## src/rtl/otp_session_ctrl.sv

```systemverilog
// otp_session_ctrl: captures an OTP from the LFSR, collects four user nibbles, compares, and enforces expiry/attempts/lockout.
// Optional feature macro LOCKOUT_BACKOFF_EN: lockout length doubles per consecutive lockout (up to 8x).
module otp_session_ctrl #(
  parameter int unsigned EXPIRY_CYCLES  = 50000000,
  parameter int unsigned MAX_ATTEMPTS   = 3,
  parameter int unsigned LOCKOUT_CYCLES = 100000000,
  parameter int unsigned UNLOCK_CYCLES  = 25000000
) (
  input  logic        clk,
  input  logic        reset,
  input  logic [15:0] lfsr_word,
  input  logic        otp_req,
  input  logic [3:0]  user_digit,
  input  logic        user_latch,
  output logic [15:0] otp_out,
  output logic [15:0] user_otp_out,
  output logic        otp_valid,
  output logic        unlock,
  output logic        expired,
  output logic        locked,
  output logic [3:0]  attempts_left,
  output logic        sys_clr,
  output logic [2:0]  state_dbg
);

  // Input protocol: otp_req and user_latch are levels. Only a 0->1 transition sampled on a
  // clock edge acts; a held level acts once. There is no ready/backpressure: in states
  // where an input is ignored its edge is consumed and discarded.

  typedef enum logic [2:0] {
    S_IDLE     = 3'd0,
    S_ARMED    = 3'd1,
    S_COMPARE  = 3'd2,
    S_UNLOCKED = 3'd3,
    S_LOCKOUT  = 3'd4,
    S_EXPIRED  = 3'd5
  } state_t;

`ifdef LOCKOUT_BACKOFF_EN
  localparam logic [63:0] LOCK_MAX = 64'(LOCKOUT_CYCLES) << 3;
`else
  localparam logic [63:0] LOCK_MAX = 64'(LOCKOUT_CYCLES);
`endif
  localparam logic [63:0] DUR_A   = (64'(EXPIRY_CYCLES) > 64'(UNLOCK_CYCLES)) ?
                                    64'(EXPIRY_CYCLES) : 64'(UNLOCK_CYCLES);
  localparam logic [63:0] DUR_MAX = (LOCK_MAX > DUR_A) ? LOCK_MAX : DUR_A;
  localparam int          TW      = $clog2(DUR_MAX + 64'd1);

  localparam logic [TW-1:0] EXP_LOAD = TW'(EXPIRY_CYCLES - 32'd1);
  localparam logic [TW-1:0] UNL_LOAD = TW'(UNLOCK_CYCLES - 32'd1);
  localparam logic [3:0]    ATT_MAX  = 4'(MAX_ATTEMPTS);

  state_t        state;
  logic [TW-1:0] timer;
  logic [1:0]    dig_cnt;
  logic          req_q;
  logic          latch_q;
  logic          edge_en;
  logic          req_rise;
  logic          latch_rise;
  logic          timer_done;
  logic          match;
  logic [TW-1:0] lock_load;

  // edge_en stays low for the first clock after reset so a level already high at
  // release is absorbed into req_q/latch_q instead of being seen as an edge.
  assign req_rise   = otp_req & ~req_q & edge_en;
  assign latch_rise = user_latch & ~latch_q & edge_en;
  assign timer_done = (timer == '0);
  assign match      = (user_otp_out == otp_out);
  assign state_dbg  = state;

`ifdef LOCKOUT_BACKOFF_EN
  logic [1:0] backoff_n;
  assign lock_load = TW'((64'(LOCKOUT_CYCLES) << backoff_n) - 64'd1);

  always_ff @(posedge clk or negedge reset) begin
    if (!reset) begin
      backoff_n <= 2'd0;
    end else if (state == S_COMPARE && !timer_done && match) begin
      backoff_n <= 2'd0;
    end else if (state == S_LOCKOUT && timer_done && backoff_n != 2'd3) begin
      backoff_n <= backoff_n + 2'd1;
    end
  end
`else
  assign lock_load = TW'(LOCKOUT_CYCLES - 32'd1);
`endif

  // Flag vector {otp_valid, unlock, expired, locked} for a given state.
  function automatic logic [3:0] flags_of(input state_t s);
    case (s)
      S_ARMED, S_COMPARE: flags_of = 4'b1000;
      S_UNLOCKED:         flags_of = 4'b0100;
      S_EXPIRED:          flags_of = 4'b0010;
      S_LOCKOUT:          flags_of = 4'b0001;
      default:            flags_of = 4'b0000;
    endcase
  endfunction

  always_ff @(posedge clk or negedge reset) begin
    if (!reset) begin
      state         <= S_IDLE;
      otp_out       <= '0;
      user_otp_out  <= '0;
      dig_cnt       <= '0;
      timer         <= '0;
      attempts_left <= ATT_MAX;
      sys_clr       <= 1'b0;
      req_q         <= 1'b0;
      latch_q       <= 1'b0;
      edge_en       <= 1'b0;
      {otp_valid, unlock, expired, locked} <= 4'b0000;
    end else begin
      req_q   <= otp_req;
      latch_q <= user_latch;
      edge_en <= 1'b1;
      sys_clr <= 1'b0;
      case (state)
        S_IDLE, S_EXPIRED: begin
          if (req_rise) begin
            otp_out      <= lfsr_word;
            user_otp_out <= '0;
            dig_cnt      <= '0;
            timer        <= EXP_LOAD;
            state        <= S_ARMED;
            {otp_valid, unlock, expired, locked} <= flags_of(S_ARMED);
          end
        end
        S_ARMED: begin
          // Expiry outranks both a re-capture and a final digit on the same edge.
          if (timer_done) begin
            state <= S_EXPIRED;
            {otp_valid, unlock, expired, locked} <= flags_of(S_EXPIRED);
          end else if (req_rise) begin
            otp_out      <= lfsr_word;
            user_otp_out <= '0;
            dig_cnt      <= '0;
            timer        <= EXP_LOAD;
          end else begin
            timer <= timer - 1'b1;
            if (latch_rise) begin
              user_otp_out <= {user_otp_out[11:0], user_digit};
              dig_cnt      <= dig_cnt + 2'd1;
              if (dig_cnt == 2'd3) begin
                state <= S_COMPARE;
              end
            end
          end
        end
        S_COMPARE: begin
          if (timer_done) begin
            state <= S_EXPIRED;
            {otp_valid, unlock, expired, locked} <= flags_of(S_EXPIRED);
          end else if (match) begin
            attempts_left <= ATT_MAX;
            timer         <= UNL_LOAD;
            state         <= S_UNLOCKED;
            {otp_valid, unlock, expired, locked} <= flags_of(S_UNLOCKED);
          end else if (attempts_left <= 4'd1) begin
            attempts_left <= 4'd0;
            timer         <= lock_load;
            state         <= S_LOCKOUT;
            {otp_valid, unlock, expired, locked} <= flags_of(S_LOCKOUT);
          end else begin
            // Retry keeps the running expiry window.
            attempts_left <= attempts_left - 4'd1;
            user_otp_out  <= '0;
            dig_cnt       <= '0;
            timer         <= timer - 1'b1;
            state         <= S_ARMED;
          end
        end
        S_UNLOCKED: begin
          if (timer_done) begin
            sys_clr <= 1'b1;
            state   <= S_IDLE;
            {otp_valid, unlock, expired, locked} <= flags_of(S_IDLE);
          end else begin
            timer <= timer - 1'b1;
          end
        end
        S_LOCKOUT: begin
          if (timer_done) begin
            sys_clr       <= 1'b1;
            attempts_left <= ATT_MAX;
            state         <= S_IDLE;
            {otp_valid, unlock, expired, locked} <= flags_of(S_IDLE);
          end else begin
            timer <= timer - 1'b1;
          end
        end
        default: begin
          state <= S_IDLE;
          {otp_valid, unlock, expired, locked} <= flags_of(S_IDLE);
        end
      endcase
    end
  end

endmodule

```

## config.mk

```make
export PLATFORM = sky130hd
export DESIGN_NAME = otp_session_ctrl
export DESIGN_NICKNAME = d
export VERILOG_FILES = /design/src/rtl/otp_session_ctrl.sv
export SDC_FILE = /design/constraint.sdc
export NUM_CORES = 1
export LEC_CHECK = 0
export CORE_UTILIZATION = 35
export DETAILED_ROUTE_END_ITERATION = 10
export SYNTH_ARGS = -nofsm -noshare
export SYNTH_HDL_FRONTEND = slang
export SYNTH_SLANG_ARGS = --single-unit
```

## constraint.sdc

```tcl
create_clock -name clk -period 3.3 [get_ports clk]
set_input_delay 0.495 -clock clk [delete_from_list [all_inputs] [get_ports clk]]
set_output_delay 0.495 -clock clk [all_outputs]
set_load 0.1 [all_outputs]
```

==> results.py <==
metrics = {
    "status": {
        "status": "completed",
    },
    "yosys": {
        "synth-main-ff-cell": "dfrtp_1",
        "synthesis.nets": 432,
        "synthesis.area_mm2": 0.00413,
        "synthTopCellsByCount": "dfrtp_1, nor2_1, a22o_1, o21ai_0, nand2_1",
        "synth.avg_cell_area_um2": 10.2,
        "ys_types": 63,
        "synth_most_common_cell": "dfrtp_1",
        "yosysWarnings": 0,
        "synth.top_cell.area_share_pct": 44.8,
        "synth_edf_count": 0,
        "synth_top_area_cell": "dfrtp_1",
        "ys_seq_elements": 76,
        "synthesis.instances": 403,
        "yosysSeqAreaShare_pct": 46.1,
        "synth_area_leaders": "dfrtp_1, a22o_1, mux2_2",
        "async_reset_ff_share_pct": 100,
    },
    "min_path": {
        "hold_class": "input port to async pin",
    },
    "worst_setup_path": {
        "reg2reg_from": "timer[0]",
        "crit_arrival_ns": 3.03,
        "r2r_end": "dig_cnt[0]",
        "r2r_slack_ns": 0.49,
        "end_kind": "flip-flop",
        "startpoint_type": "flip-flop",
        "criticalPathCategory": "flip-flop to flip-flop",
        "rr_worst_depth": 8,
        "crit_required_ns": 3.52,
        "cp_max_fo": 18,
    },
    "drt": {
        "ant_nets": 0,
        "wirelength_mm": 10.8,
        "route.detailed.drc": 0,
        "drt_first_pass_iters": 4,
        "wl_per_cell_um": 17.3,
        "vias_per_cell": 5.68,
        "vias": 3540,
        "drt_iter0_drc": 203,
    },
    "floorplan": {
        "initial_utilization_pct": 36.0,
        "rows": 39,
        "die-area_mm2": 0.0122,
        "ios": 68,
        "die_h_um": 111,
        "dieWidth_um": 111,
        "core-area_mm2": 0.0115,
    },
    "timing": {
        "max_freq_ghz": 0.356,
        "rsz0062_at_grt": "no",
        "setup_viol": 0,
        "worst_pin_slew_ns": 0.982,
        "clock_skew_ns": 0.00683,
        "timing.slew.headroom_pct": 34.3,
        "finalCriticalPeriod_ns": 2.81,
        "hold_viol_final": 0,
        "drv_slew": 0,
        "fin_crit_sh_pct": 85.0,
        "setup_tns_ns": 0,
    },
    "clocking": {
        "cts_resized": 0,
        "cts-root-buf": "clkbuf_16",
        "clkLatencyLatePin_ns": 0.34,
        "hold_buffers": 0,
        "clock_sinks": 76,
        "post-cts-setup-buffers": 0,
        "h-tree-depth": 3,
        "cts_max_path_buffers": 2,
        "path_clk_slew_ns": 0.06,
        "cts-buffers-inserted": 9,
        "cts_tree": "done",
    },
    "placement": {
        "gp_congestion": 0.824,
        "numPlacedInstances": 608,
        "dp_hpwl_mm": 7.52,
        "io_buffers": 67,
    },
    "grt": {
        "grt_antenna_before_repair": 0,
        "overflow": 0,
        "grt_first_pass_wirelength_mm": 18.3,
        "grt_use_total_pct": 18.7,
        "grt_max_degree": 77,
        "grt_pass1_vias": 3576,
    },
    "final_layout": {
        "finalNonFillerCells": 623,
        "area_growth_pct": 26.6,
        "fin_nets": 505,
        "layout-drive-gt1-share_pct": 19.0,
        "antenna_cells": 0,
    },
    "run": {
        "cap_violations": 0,
    },
}
through the flow:
stage | utilization [%] | area, µm² | setup slack (ns) | hold WS (ns)
2_1_floorplan | - | 4130 | 0.350 | 0.199
6_report | 45.6 | 5230 | 0.494 | 0.308
3_5_place_dp | 42.8 | 4910 | 0.532 | 0.500
5_1_grt | 45.6 | 5230 | 0.301 | 0.407
3_3_place_gp | 42.8 | 4910 | 0.535 | 0.483
4_1_cts | 45.6 | 5230 | 0.511 | 0.361
flip-flops by register name (all words and copies together) (netlist names):
register       flops
unlock             1
timer             27
otp_out           16
user_otp_out      16
locked             1
sys_clr            1
expired            1
attempts_left      4
dig_cnt            2
state_dbg          3
edge_en            1
req_q              1
latch_q            1
otp_valid          1
cells by family after synthesis:
kind of cell	share of synthesized area [%]
AND/OR/NAND/NOR	17.4
buffers and inverters	3.73
other	0.0908
flip-flops	46.1
adder cells (fa/ha/maj)	1.52
AO/OA/AOI/OAI	22.2
XOR/XNOR	3.61
multiplexers	5.36
cell type report:
cell class                 instances  area (µm²)
timing repair buffer              80         706
tap                              143         179
multi-input combinational        297        2080
clock inverter                     6        90.1
clock buffer                       9         225
inverter                          12        45.0
sequential                        76        1900
fill                            1066        6240
routing by layer:
| layer | track usage [%] | wire (µm) | vias up |
|---|---|---|---|
| met5 | 0 | 0 | - |
| met4 | 6.76 | 149 | 0 |
| met3 | 4.99 | 678 | 12 |
| met2 | 28.6 | 4940 | 113 |
| met1 | 25.3 | 4990 | 1739 |
| li1 | - | - | 1676 |
critical path, stage by stage, from the launching register on:
cell and delay (ns):
dfrtp_1 0.41, inv_1 0.10, ha_1 0.14, or4b_1 0.51, nor4_2 0.33, and3_1 0.35, a21oi_2 0.08, and4_1 0.42
mux2_2 0.35
cells in the final DEF, fill, tap and decap left out, drive strengths merged, types with 4 or more instances in the layout:
| master | netlist | layout |
|---|---|---|
| a21oi | 23 | 23 |
| a22o | 26 | 26 |
| buf | 11 | 38 |
| clkbuf | 7 | 9 |
| clkdlybuf4s50 | 0 | 42 |
| clkinv | 1 | 4 |
| dfrtp | 74 | 74 |
| ha | 5 | 5 |
| inv | 11 | 11 |
| mux2 | 17 | 17 |
| nand2 | 23 | 23 |
| nand3 | 5 | 5 |
| nand4 | 10 | 10 |
| nor2 | 29 | 29 |
| nor2b | 4 | 4 |
| nor3 | 13 | 13 |
| nor4 | 15 | 15 |
| o211ai | 4 | 4 |
| o21ai | 27 | 27 |
| o22a | 4 | 4 |
| o31ai | 6 | 6 |
| or2 | 5 | 5 |
| or3 | 5 | 5 |
| or4 | 4 | 4 |
| xnor2 | 17 | 17 |
how the worst max path moves through the flow:
stage | cells after the start | slack (ns) | startpoint | end
after floorplan | 8 | 0.35 | state_dbg[2] | timer[22]
after global placement | 7 | 0.53 | otp_req | state_dbg[0]
after detailed placement | 8 | 0.53 | timer[0] | dig_cnt[0]
after CTS | 8 | 0.51 | timer[0] | dig_cnt[0]
after global routing | 8 | 0.30 | timer[0] | dig_cnt[0]
final | 8 | 0.49 | timer[0] | dig_cnt[0]
Power is not shown: default switching activity piles up to over one toggle a cycle in this logic, so the estimate is an artifact.
==> patch 1: new RTL, config.mk and constraints unchanged <==
Register the output `expired`, cleared by the reset; this adds one clock of latency there. The other outputs are not delayed to match.
--- a/src/rtl/otp_session_ctrl.sv
+++ b/src/rtl/otp_session_ctrl.sv
@@ -50,6 +50,8 @@
   localparam logic [TW-1:0] UNL_LOAD = TW'(UNLOCK_CYCLES - 32'd1);
   localparam logic [3:0]    ATT_MAX  = 4'(MAX_ATTEMPTS);
 
+  logic expired_d;
+
   state_t        state;
   logic [TW-1:0] timer;
   logic [1:0]    dig_cnt;
@@ -110,7 +112,7 @@
       req_q         <= 1'b0;
       latch_q       <= 1'b0;
       edge_en       <= 1'b0;
-      {otp_valid, unlock, expired, locked} <= 4'b0000;
+      {otp_valid, unlock, expired_d, locked} <= 4'b0000;
     end else begin
       req_q   <= otp_req;
       latch_q <= user_latch;
@@ -124,14 +126,14 @@
             dig_cnt      <= '0;
             timer        <= EXP_LOAD;
             state        <= S_ARMED;
-            {otp_valid, unlock, expired, locked} <= flags_of(S_ARMED);
+            {otp_valid, unlock, expired_d, locked} <= flags_of(S_ARMED);
           end
         end
         S_ARMED: begin
           // Expiry outranks both a re-capture and a final digit on the same edge.
           if (timer_done) begin
             state <= S_EXPIRED;
-            {otp_valid, unlock, expired, locked} <= flags_of(S_EXPIRED);
+            {otp_valid, unlock, expired_d, locked} <= flags_of(S_EXPIRED);
           end else if (req_rise) begin
             otp_out      <= lfsr_word;
             user_otp_out <= '0;
@@ -151,17 +153,17 @@
         S_COMPARE: begin
           if (timer_done) begin
             state <= S_EXPIRED;
-            {otp_valid, unlock, expired, locked} <= flags_of(S_EXPIRED);
+            {otp_valid, unlock, expired_d, locked} <= flags_of(S_EXPIRED);
           end else if (match) begin
             attempts_left <= ATT_MAX;
             timer         <= UNL_LOAD;
             state         <= S_UNLOCKED;
-            {otp_valid, unlock, expired, locked} <= flags_of(S_UNLOCKED);
+            {otp_valid, unlock, expired_d, locked} <= flags_of(S_UNLOCKED);
           end else if (attempts_left <= 4'd1) begin
             attempts_left <= 4'd0;
             timer         <= lock_load;
             state         <= S_LOCKOUT;
-            {otp_valid, unlock, expired, locked} <= flags_of(S_LOCKOUT);
+            {otp_valid, unlock, expired_d, locked} <= flags_of(S_LOCKOUT);
           end else begin
             // Retry keeps the running expiry window.
             attempts_left <= attempts_left - 4'd1;
@@ -175,7 +177,7 @@
           if (timer_done) begin
             sys_clr <= 1'b1;
             state   <= S_IDLE;
-            {otp_valid, unlock, expired, locked} <= flags_of(S_IDLE);
+            {otp_valid, unlock, expired_d, locked} <= flags_of(S_IDLE);
           end else begin
             timer <= timer - 1'b1;
           end
@@ -185,18 +187,26 @@
             sys_clr       <= 1'b1;
             attempts_left <= ATT_MAX;
             state         <= S_IDLE;
-            {otp_valid, unlock, expired, locked} <= flags_of(S_IDLE);
+            {otp_valid, unlock, expired_d, locked} <= flags_of(S_IDLE);
           end else begin
             timer <= timer - 1'b1;
           end
         end
         default: begin
           state <= S_IDLE;
-          {otp_valid, unlock, expired, locked} <= flags_of(S_IDLE);
+          {otp_valid, unlock, expired_d, locked} <= flags_of(S_IDLE);
         end
       endcase
     end
   end
 
+  always_ff @(posedge clk or negedge reset) begin
+    if (!reset) begin
+      expired <= '0;
+    end else begin
+      expired <= expired_d;
+    end
+  end
+
 endmodule
 
Check against the original RTL: no difference found for any inputs over 10 cycles, from zero or initial values and one cycle with reset low; that may be too few to reach the edited logic, so the function may still have changed.
==> patch 1 against the original RTL <==
Wire length up 3.2%; cell area is 4.0% higher; sequential cell count grew 1; critical path type unchanged; synthesized area is 4.9% higher; non-clock buffer count is 4 lower; setup slack gained 0.044 ns.
==> patch 1: results (changes against the original RTL) <==
Global routing
  • First-pass GRT wire length: 18200 µm (-0.31%)
  • Global Route met2 Usage: 28.3% (-0.35 points)
  • Vias in the first global route: 3480 (-2.7%)
  • Total GRT Usage: 18.4% (-0.23 points)
  • Met1 GRT Util: 25.1% (-0.16 points)
  • GR Util met3: 5.09% (+0.094 points)
  • Largest net degree at the start of global routing: 78 (+1.3%)

Cells and area
  • Area occupied by multi-input gates: 2210 µm² (+6.3%)
  • Clock Network Area Fraction: 5.27% (-0.76 points)
  • Fin util: 45.1% (-0.49 points)
  • Layout cells sized above 1: 15.7% (-3.3 points)
  • # fillers: 1183 (+11%)
  • Seq/total area: 35.5% (-0.96 points)
  • Comb_multi_in: 322 (+8.4%)
  • Nonclk buf count: 76 (-5.0%)
  • Nonclk inv count: 26 (+14)
  • Non-clock buffer share: 13.0% (-0.53 points)
  • Clock buffers: 11 (+2)
  • Final net count: 541 (+7.1%)
  • Cell Count, Final, Fillers Out: 685 (+10%)

Worst setup path
  • Critical Path Source: timer[9]$_DFFE_PN0P_
  • Crit Path Max Fanout: 12 (-6)
  • CP arrival: 3.00 ns (-0.03 ns)

Place
  • DPL Wire Length: 7800 µm (+3.7%)
  • Dpl cells: 669 (+10%)
  • Pre-CTS setup slack: 0.535 ns (+0.00337 ns)
  • Post-DP Area: 5150 µm² (+4.9%)

Logic synthesis
  • Synth top cells by count: dfrtp_1 (75), nand2_1 (36), o21ai_0 (33), nor2_1 (32), a21oi_1 (26)
  • Syn Nets: 470 (+8.8%)
  • Mapped cell area: 4330 µm² (+4.9%)
  • Cell count after synthesis: 441 (+9.4%)
  • #FFs+latches synth: 77 (+1.3%)
  • Seq/Total Area, Yosys: 44.5% (-1.6 points)
  • Cells taking the most area after synthesis: dfrtp_1 (43%), xor2_1 (3.8%), o21ai_0 (3.8%)

Routing
  • Drt wl/cell: 16.2 µm (-6.2%)
  • Via count: 3638 (+2.8%)
  • DRT Pass-1 Iters: 5 (+1)
  • Initial DRC count: 205 (+0.99%)

STA
  • Worst-margin pin slew: 0.986 ns (+0.00358 ns)
  • Highest clock rate: 0.362 GHz (+1.6%)
  • Clk_skew: 0.00451 ns (-0.00232 ns)
  • Hold Slack: 0.311 ns (+0.00273 ns)

Outcome
  • Status: complete, no violations
## patch 1: cell count changes after synthesis, moves of 10 or more
cell	change
inv_1	+14
a22o_1	-21
mux2_4	+10
xor2_1	+19
nand2_1	+14
xnor2_1	-16
## patch 1: worst max-delay path, cell delays in order, from the launching register on
cell	delay [ns]
dfrtp_1	0.44
or4_4	0.58
or4_4	0.56
nor2_8	0.20
o21a_1	0.44
nor2_1	0.19
a22o_1	0.23
## patch 1: kinds of logic (layout without fill, tap and decap cells)
family / count (synthesis) / in the layout / synth area share [%]
other: 1 / 1 / 0.0865
AO/OA/AOI/OAI: 117 / 117 / 18.3
buffers and inverters: 42 / 118 / 4.50
adder cells (fa/ha/maj): 5 / 5 / 1.44
flip-flops: 77 / 77 / 44.5
XOR/XNOR: 20 / 20 / 4.04
multiplexers: 32 / 32 / 8.84
AND/OR/NAND/NOR: 147 / 147 / 18.2
## patch 1: layer usage
layer	up-vias	wire (µm)
met5	-	0
met4	0	146
met3	8	706
met2	117	5040
met1	1775	5210
li1	1738	-
==> patch 2: new RTL, config.mk and constraints unchanged <==
Without the edit above. `EXPIRY_CYCLES`: 50000000 -> 100000000.
--- a/src/rtl/otp_session_ctrl.sv
+++ b/src/rtl/otp_session_ctrl.sv
@@ -1,7 +1,7 @@
 // otp_session_ctrl: captures an OTP from the LFSR, collects four user nibbles, compares, and enforces expiry/attempts/lockout.
 // Optional feature macro LOCKOUT_BACKOFF_EN: lockout length doubles per consecutive lockout (up to 8x).
 module otp_session_ctrl #(
-  parameter int unsigned EXPIRY_CYCLES  = 50000000,
+  parameter int unsigned EXPIRY_CYCLES  = 100000000,
   parameter int unsigned MAX_ATTEMPTS   = 3,
   parameter int unsigned LOCKOUT_CYCLES = 100000000,
   parameter int unsigned UNLOCK_CYCLES  = 25000000
Formal check against the unedited RTL: no difference found for any inputs over 10 cycles, from zero or initial values and one cycle with reset low; that may be too few to reach the edited logic, so the function may still have changed.
==> patch 2 against the original RTL <==
Non-clock buffer count decreased by 6; critical endpoint is now timer[23]$_DFFE_PN0P_; via count about the same; maximum frequency increased by 6.9%; wire length decreased by 3.6%; synthesized area increased by 1.2%; largest cell class unchanged; die area increased by 1.2%; the flow now finishes with violations (design-rule violations); count of clock-buffer cells in the layout unchanged; setup slack improved by 0.18 ns; sequential cell count unchanged; cell area decreased by 0.24%.
Power is left out: it rests on default switching activity, and per cell area and clock period it moved more than threefold.
==> patch 2: results (changes against the original RTL) <==
Outcome
  • Status: complete, but fails checks
  • Violated checks: design-rule violations

Worst setup path
  • R2r setup slk: 0.68 ns (+0.18 ns)
  • CP max stage cell: or4_1
  • Reg2reg start: timer[21]$_DFFE_PN0P_
  • Crit Path Max Fanout: 20 (+2)
  • Worst Reg-to-Reg Cells: 6 (-2)
  • Worst stage delay on the critical path: 0.66 ns (+0.15 ns)
  • Reg-to-reg endpoint: timer[23]$_DFFE_PN0P_

Cells and area
  • Final net count: 532 (+5.3%)
  • Largest registers: timer x27, otp_out x16, user_otp_out x16
  • # fillers: 1115 (+4.6%)
  • Layout cells sized above 1: 16.0% (-3.0 points)

Global routing
  • Total GRT Usage: 18.0% (-0.69 points)
  • Vias in the first global route: 3532 (-1.2%)
  • First-pass GRT wire length: 17800 µm (-2.6%)

Routing
  • Initial DRC count: 191 (-5.9%)
  • DRT Pass-1 Iters: 8 (+4)
  • DR vias/cell: 5.45 (-4.1%)
  • Final routed DRC violation total: 2 (+2)
  • Drt wl/cell: 16.0 µm (-7.6%)

Place
  • Input/output buffers: 67 (unchanged)
  • GP Congestion: 0.838 (+1.8%)
  • DPL Wire Length: 7380 µm (-1.9%)

Logic synthesis
  • Synth unique cells: 66 (+4.8%)
  • Synth top cells by count: dfrtp_1 (74), o21ai_0 (57), nand2_1 (50), nor2_1 (32), a21oi_1 (21)
  • Syn Nets: 463 (+7.2%)
  • Cells taking the most area after synthesis: dfrtp_1 (44%), o21ai_0 (6.8%), nand2_1 (4.5%)
  • Seq/Total Area, Yosys: 45.6% (-0.54 points)

STA
  • Hold Slack: 0.314 ns (+0.00633 ns)
  • Worst-margin pin slew: 0.995 ns (+0.0132 ns)
  • Clk_skew: 0.00373 ns (-0.00311 ns)
==> patch 2: layout make-up <==
type / count / area share (%)
tap: 143 / 3.43
timing repair buffer: 74 / 12.9
inverter: 13 / 0.936
sequential: 76 / 36.5
clock inverter: 6 / 1.25
multi-input combinational: 329 / 40.7
clock buffer: 9 / 4.32
==> patch 2: layer usage <==
| layer | vias to the layer above | wire, µm | global-route usage, % | share of wire (%) |
|---|---|---|---|---|
| met5 | - | 0 | 0 | 0 |
| met4 | 0 | 147 | 5.59 | 1.4 |
| met3 | 12 | 719 | 4.98 | 6.9 |
| met2 | 129 | 4730 | 28.3 | 46 |
| met1 | 1694 | 4770 | 23.9 | 46 |
| li1 | 1707 | - | - | - |
==> patch 2: cells by family after synthesis <==
kind of cell | after synthesis | share of synthesized area (%)
muxes | 17 | 5.48
xor gates and xnor gates | 18 | 3.77
AOI/OAI and AO/OA | 129 | 19.8
DFF | 76 | 45.6
adders and majority gates | 5 | 1.50
other | 1 | 0.0898
and+or+nand+nor | 159 | 20.1
buffers and inverters | 29 | 3.65
==> patch 2: through the flow <==
| stage | util, % | setup slack [ns] | area (µm²) | cells |
|---|---|---|---|---|
| 6_report | 45.3 | 0.676 | 5210 | 650 |
| 5_1_grt | 45.3 | 0.482 | 5210 | 650 |
| 4_1_cts | 45.3 | 0.686 | 5210 | 650 |
| 3_5_place_dp | 42.8 | 0.564 | 4920 | 635 |
| 3_3_place_gp | 42.8 | 0.650 | 4920 | 635 |
| 2_1_floorplan | - | 0.627 | 4180 | 434 |
